### src/rtl/z80_boot_loader.sv
// Boot sequencer: holds the Z80 core in reset, streams PROG_BYTES program bytes
// from a handshaked byte source onto the core data bus, then releases the bus.
module z80_boot_loader #(
    parameter int PROG_BYTES  = 4096,
    parameter int ADDR_W      = 12,
    parameter int HOLD_CYCLES = 2
) (
    input  logic              I_CLK,
    input  logic              I_RESET,
    input  logic              I_RELOAD,
    output logic              O_ROM_REQ,
    output logic [ADDR_W-1:0] O_ROM_ADDR,
    input  logic              I_ROM_ACK,
    input  logic [7:0]        I_ROM_DATA,
    output logic              O_CORE_N_RESET,
    output logic [7:0]        O_DATA,
    output logic              O_DATA_OE,
    output logic              O_LOAD_STB,
    output logic [ADDR_W:0]   O_LOAD_CNT,
    output logic              O_DONE
);

    localparam int HW = (HOLD_CYCLES > 1) ? $clog2(HOLD_CYCLES) : 1;
    localparam logic [HW-1:0] HOLD_LAST = HW'(HOLD_CYCLES - 1);
    // One extra bit so PROG_BYTES = 2^ADDR_W still has a representable last address.
    localparam logic [ADDR_W:0] LAST_ADDR = (ADDR_W + 1)'(PROG_BYTES - 1);

    typedef enum logic [1:0] {
        S_HOLD,
        S_LOAD,
        S_DRAIN,
        S_RUN
    } state_t;

    state_t            state_q, state_d;
    logic [HW-1:0]     hold_cnt_q, hold_cnt_d;
    logic [ADDR_W-1:0] addr_q, addr_d;
    logic [7:0]        data_q, data_d;
    logic              stb_q, stb_d;
    logic [ADDR_W:0]   cnt_q, cnt_d;

    logic rom_req;
    logic take;
    logic at_last;

    always_comb begin
        state_d    = state_q;
        hold_cnt_d = hold_cnt_q;
        addr_d     = addr_q;
        data_d     = data_q;
        stb_d      = 1'b0;
        cnt_d      = cnt_q;

        rom_req = (state_q == S_LOAD) && ({1'b0, addr_q} <= LAST_ADDR);
        take    = rom_req && I_ROM_ACK;
        at_last = ({1'b0, addr_q} == LAST_ADDR);

        case (state_q)
            S_HOLD: begin
                if (hold_cnt_q == HOLD_LAST) begin
                    state_d    = S_LOAD;
                    hold_cnt_d = '0;
                end else begin
                    hold_cnt_d = hold_cnt_q + 1'b1;
                end
            end
            S_LOAD: begin
                if (take) begin
                    data_d = I_ROM_DATA;
                    stb_d  = 1'b1;
                    cnt_d  = cnt_q + 1'b1;
                    // Address parks on the last byte instead of wrapping.
                    if (at_last) begin
                        state_d = S_DRAIN;
                    end else begin
                        addr_d = addr_q + 1'b1;
                    end
                end
            end
            S_DRAIN: begin
                state_d = S_RUN;
            end
            S_RUN: begin
                if (I_RELOAD) begin
                    state_d    = S_HOLD;
                    hold_cnt_d = '0;
                    addr_d     = '0;
                    cnt_d      = '0;
                end
            end
            default: begin
                state_d = S_HOLD;
            end
        endcase
    end

    always_ff @(posedge I_CLK) begin
        if (I_RESET) begin
            state_q    <= S_HOLD;
            hold_cnt_q <= '0;
            addr_q     <= '0;
            data_q     <= 8'h00;
            stb_q      <= 1'b0;
            cnt_q      <= '0;
        end else begin
            state_q    <= state_d;
            hold_cnt_q <= hold_cnt_d;
            addr_q     <= addr_d;
            data_q     <= data_d;
            stb_q      <= stb_d;
            cnt_q      <= cnt_d;
        end
    end

    assign O_ROM_REQ      = rom_req;
    assign O_ROM_ADDR     = addr_q;
    assign O_CORE_N_RESET = (state_q != S_HOLD);
    assign O_DATA         = data_q;
    assign O_DATA_OE      = (state_q == S_LOAD) || (state_q == S_DRAIN);
    assign O_LOAD_STB     = stb_q;
    assign O_LOAD_CNT     = cnt_q;
    assign O_DONE         = (state_q == S_RUN);

endmodule

### config.mk
export PLATFORM = sky130hd
export DESIGN_NAME = z80_boot_loader
export DESIGN_NICKNAME = d
export VERILOG_FILES = /design/src/rtl/z80_boot_loader.sv
export SDC_FILE = /design/constraint.sdc
export NUM_CORES = 1
export LEC_CHECK = 0
export BUFFER_PORTS_ARGS = -buffer_cell sky130_fd_sc_hd__buf_2
export CAP_MARGIN = 0
export CORE_MARGIN = 3
export CORE_UTILIZATION = 47
export DETAILED_ROUTE_END_ITERATION = 8
export PLACE_DENSITY = 0.81
export SETUP_SLACK_MARGIN = 0.1
export SYNTH_ARGS = -nofsm -noshare
export SYNTH_HDL_FRONTEND = slang
export SYNTH_SLANG_ARGS = --single-unit
### constraint.sdc
create_clock -name I_CLK -period 2.37 [get_ports I_CLK]
set_clock_uncertainty 0.2 [all_clocks]
set_input_delay 0.474 -clock I_CLK [delete_from_list [all_inputs] [get_ports I_CLK]]
set_output_delay 0.474 -clock I_CLK [all_outputs]
set_load 0.01 [all_outputs]
==> results by group <==
Run status
  – Status: finished clean

Routing
  – Antenna viol nets, final: 0
  – Via count: around 1800
  – Initial DRC count: 136
  – Detailed Routing Iterations Pass 1: 4
  – Final WL: 4315 µm
  – Drt drc: 0
  – Vias/cell: ~5.7
  – Routed len/inst: 13.53 µm

Setup path
  – Worst EP required: approximately 2.4 ns
  – CP max stage cell: or4_4
  – Worst path max stage delay: between 0.5 and 0.6 ns
  – Data arrival, critical path: ~2.2 ns
  – Worst r2r src: state_q[1]$_SDFFE_PP0P_
  – Crit. End Element: flip-flop
  – Worst reg2reg endpoint: O_LOAD_CNT[10]$_SDFFE_PP0P_
  – Crit path max fanout: 9
  – Critical path class: reg -> reg
  – Most used cell, CP: or4_4
  – Worst r2r path cells: 7
  – R2R Setup Slk: about 0.19 ns
  – Crit path launch type: flip-flop
  – CP cell instances: inv_4 > ha_4 > buf_6 > nor2_1 > or4_4 > or4_4 > a21oi_2

Clock network
  – Max H-tree Level: 2
  – CTS tree: built
  – Clock buffer count from CTS: 5
  – Clock root buffer: clkbuf_8
  – Hold Buf Count CTS: 0
  – Latest clock arrival within the worst-skew pair: ~0.29 ns
  – Max Root-Sink Buffers: 2
  – Clock Sinks: 37
  – CTS clock-pin slew for the worst setup and hold paths: roughly 0.080 ns

Floorplan
  – Core Area: around 3700 µm²
  – Boundary Pins: 50
  – Die Height: between 60 and 70 µm
  – Site row count: 22
  – Die Width: 68.39 µm
  – DIE AREA: roughly 4700 µm²
  – Initial core utilization: between 40% and 50%

Timing
  – Final setup vio count: 0
  – Final period utilization: 92.16%
  – Final-report hold violation count: 0
  – Unrepaired setup endpoints after global routing: false
  – Peak Freq: about 460 MHz
  – Setup TNS: 0 ns
  – Worst-Margin Slew: between 0.4 and 0.5 ns
  – Crit path time final: around 2.2 ns
  – Final Slew Violations: 0
  – Headroom to the max-slew limit: 67.58%
  – Final setup margin: ~0.19 ns

Final layout
  – Final core utilization: a little over three fifths
  – Ant. Diodes: 0
  – # nets final: between 200 and 300
  – Area grow syn2layout: 27.43%
  – Non-Filler Instances: roughly 320
  – Multi-input gate area: 1057 µm²
  – Layout cells sized above 1: between 30% and 40%
  – Design Area, Final: roughly 2300 µm²
  – Fillers: 340
  – FF+latch area: 745.7 µm²

Placed design
  – Pre-CTS WS: about 0.12 ns
  – I/O Buffers: 49
  – DP Cell Count: 311
  – Gpl congestion: ~0.81
  – HPWL after detailed placement: approximately 3100 µm
  – DP Area: between 2000 and 2500 µm²

Yosys
  – Synth Area in Compound Gates: between 20% and 30%
  – Post-Synth Adder-Cell Area: under 10%
  – Asr flop ratio synth: 0%
  – Xor-xnor portion of the synthesized cell area: 0.4788%
  – Post-synth top area share: 40.49%
  – Yosys cell types: 37
  – Largest family of logic cells by synthesized area: simple AND/OR/NAND/NOR gates
  – Main flop type after synthesis: dfxtp_1
  – Post-synthesis cell count: 218
  – Post-synth EDFFs: 0
  – Synthesized area: between 1500 and 2000 µm²
  – Yosys warnings: 0
  – Register area share after synthesis: 40.49%
  – Most common cell in the netlist: dfxtp_1
  – Syn Nets: ~240
  – Seq cells post-synth: 37
  – Post-synth top cells: dfxtp_1 (37), a21oi_1 (29), nand2_1 (23)
  – Mean Syn Cell Area: between 8 and 9 µm²
  – Synth Area in Simple Gates: between 20% and 30%
  – Area contributors post-synth: dfxtp_1 (40%), a21oi_1 (7.9%), ha_1 (4.8%), nand2_1 (4.7%), o31ai_1 (3.3%)
  – Mux contribution to synthesized area: under 10%
  – Leading area contributor after synthesis: dfxtp_1

GRT
  – Vias in the first global route: around 1500
  – Total congestion overflow: 0
  – Largest net degree at the start of global routing: 29
  – First-pass GRT wire length: approximately 6800 µm
  – Initial antenna violation count: 0
  – All-Layer GR Usage: between 10% and 20%

Power and ir drop
  – Peak VDD IR: 0.3302 mV
  – Leak: 0.9490 nW
  – Power per cell area: roughly 740 nW/µm²

Flow run
  – Maxcap violations: 0

Hold path
  – Hold Path Depth: 3
  – Hold_sp: I_ROM_DATA[3]
  – Worst hold endpoint: O_DATA[3]$_SDFFE_PP0P_
  – Worst hold path class: in -> reg
registers in the layout (all words and copies together), names as in the netlist:
register / flops
O_LOAD_STB: 1
state_q: 2
O_DATA: 8
O_ROM_ADDR: 12
O_LOAD_CNT: 13
hold_cnt_q: 1
critical path, delay by kind of cell, from the launching register on:
family / cells / cell delay, ns
flip-flops: 1 / 0.37
adder cells (fa/ha/maj): 1 / 0.13
AND/OR/NAND/NOR: 3 / 1.09
buffers and inverters: 2 / 0.19
AO/OA/AOI/OAI: 1 / 0.13
where the power goes:
group | switching (mW) | internal (mW) | total [mW] | leakage (nW)
logic | 0.271 | 0.196 | 0.467 | 0.594
clock network | 0.236 | 0.315 | 0.551 | 0.0543
registers | 0.0467 | 0.671 | 0.718 | 0.300
logic make-up after synthesis:
kind of cell | Yosys count
AND/OR/NAND/NOR | 84
XOR/XNOR | 1
flip-flops | 37
multiplexers | 3
buffers and inverters | 20
AO/OA/AOI/OAI | 66
adder cells (fa/ha/maj) | 7
metrics by stage:
stage | total power [mW] | hold WS (ns)
final | 1.735 | 0.2158
after global routing | 1.847 | 0.2195
after CTS | 1.713 | 0.2102
after detailed placement | 1.165 | 0.2440
after global placement | 1.158 | 0.2402
after floorplan | 1.028 | 0.2634
placed cells by master (no fill, tap or decap), types with 6 or more instances in the layout:
cell and n:
nor2_1 8, nand2b_1 7, buf_4 10, a21oi_1 27, dfxtp_1 35, nand3_1 8, or3_1 6, nand2_1 23
o21ai_1 7, buf_2 49, o31ai_1 8
routing by layer:
metal	share of wire (%)	GRT usage, %
met1	44	24.55
met2	49	30.27
met3	5.1	4.926
met4	1.6	7.692
met5	0	0
area by class of cell:
class	instances	share of cell area, %
Sequential cell	37	31.99
Tap cell	48	2.576
Timing Repair Buffer	60	14.22
Inverter	5	0.9125
Clock inverter	3	1.986
Multi-Input combinational cell	161	45.36
Clock buffer	5	2.952
worst max-delay path by stage:
stage / start / to
6_report: state_q[1]$_SDFFE_PP0P_ / O_LOAD_CNT[10]$_SDFFE_PP0P_
3_5_place_dp: state_q[1]$_SDFFE_PP0P_ / O_LOAD_CNT[6]$_SDFFE_PP0P_
5_1_grt: state_q[1]$_SDFFE_PP0P_ / O_LOAD_CNT[10]$_SDFFE_PP0P_
2_1_floorplan: state_q[0]$_SDFFE_PP0P_ / O_LOAD_CNT[10]$_SDFFE_PP0P_
4_1_cts: state_q[1]$_SDFFE_PP0P_ / O_LOAD_CNT[11]$_SDFFE_PP0P_
3_3_place_gp: state_q[1]$_SDFFE_PP0P_ / O_LOAD_CNT[6]$_SDFFE_PP0P_
what timing repair did:
item / in CTS / in global routing
setup buffers: 0 / 0
endpoints found under the setup margin: 1 / 10
pin swaps: 0 / 3
gates cloned: 0 / 0
resized for setup: 1 / 11
(Power assumes the default switching activity.)
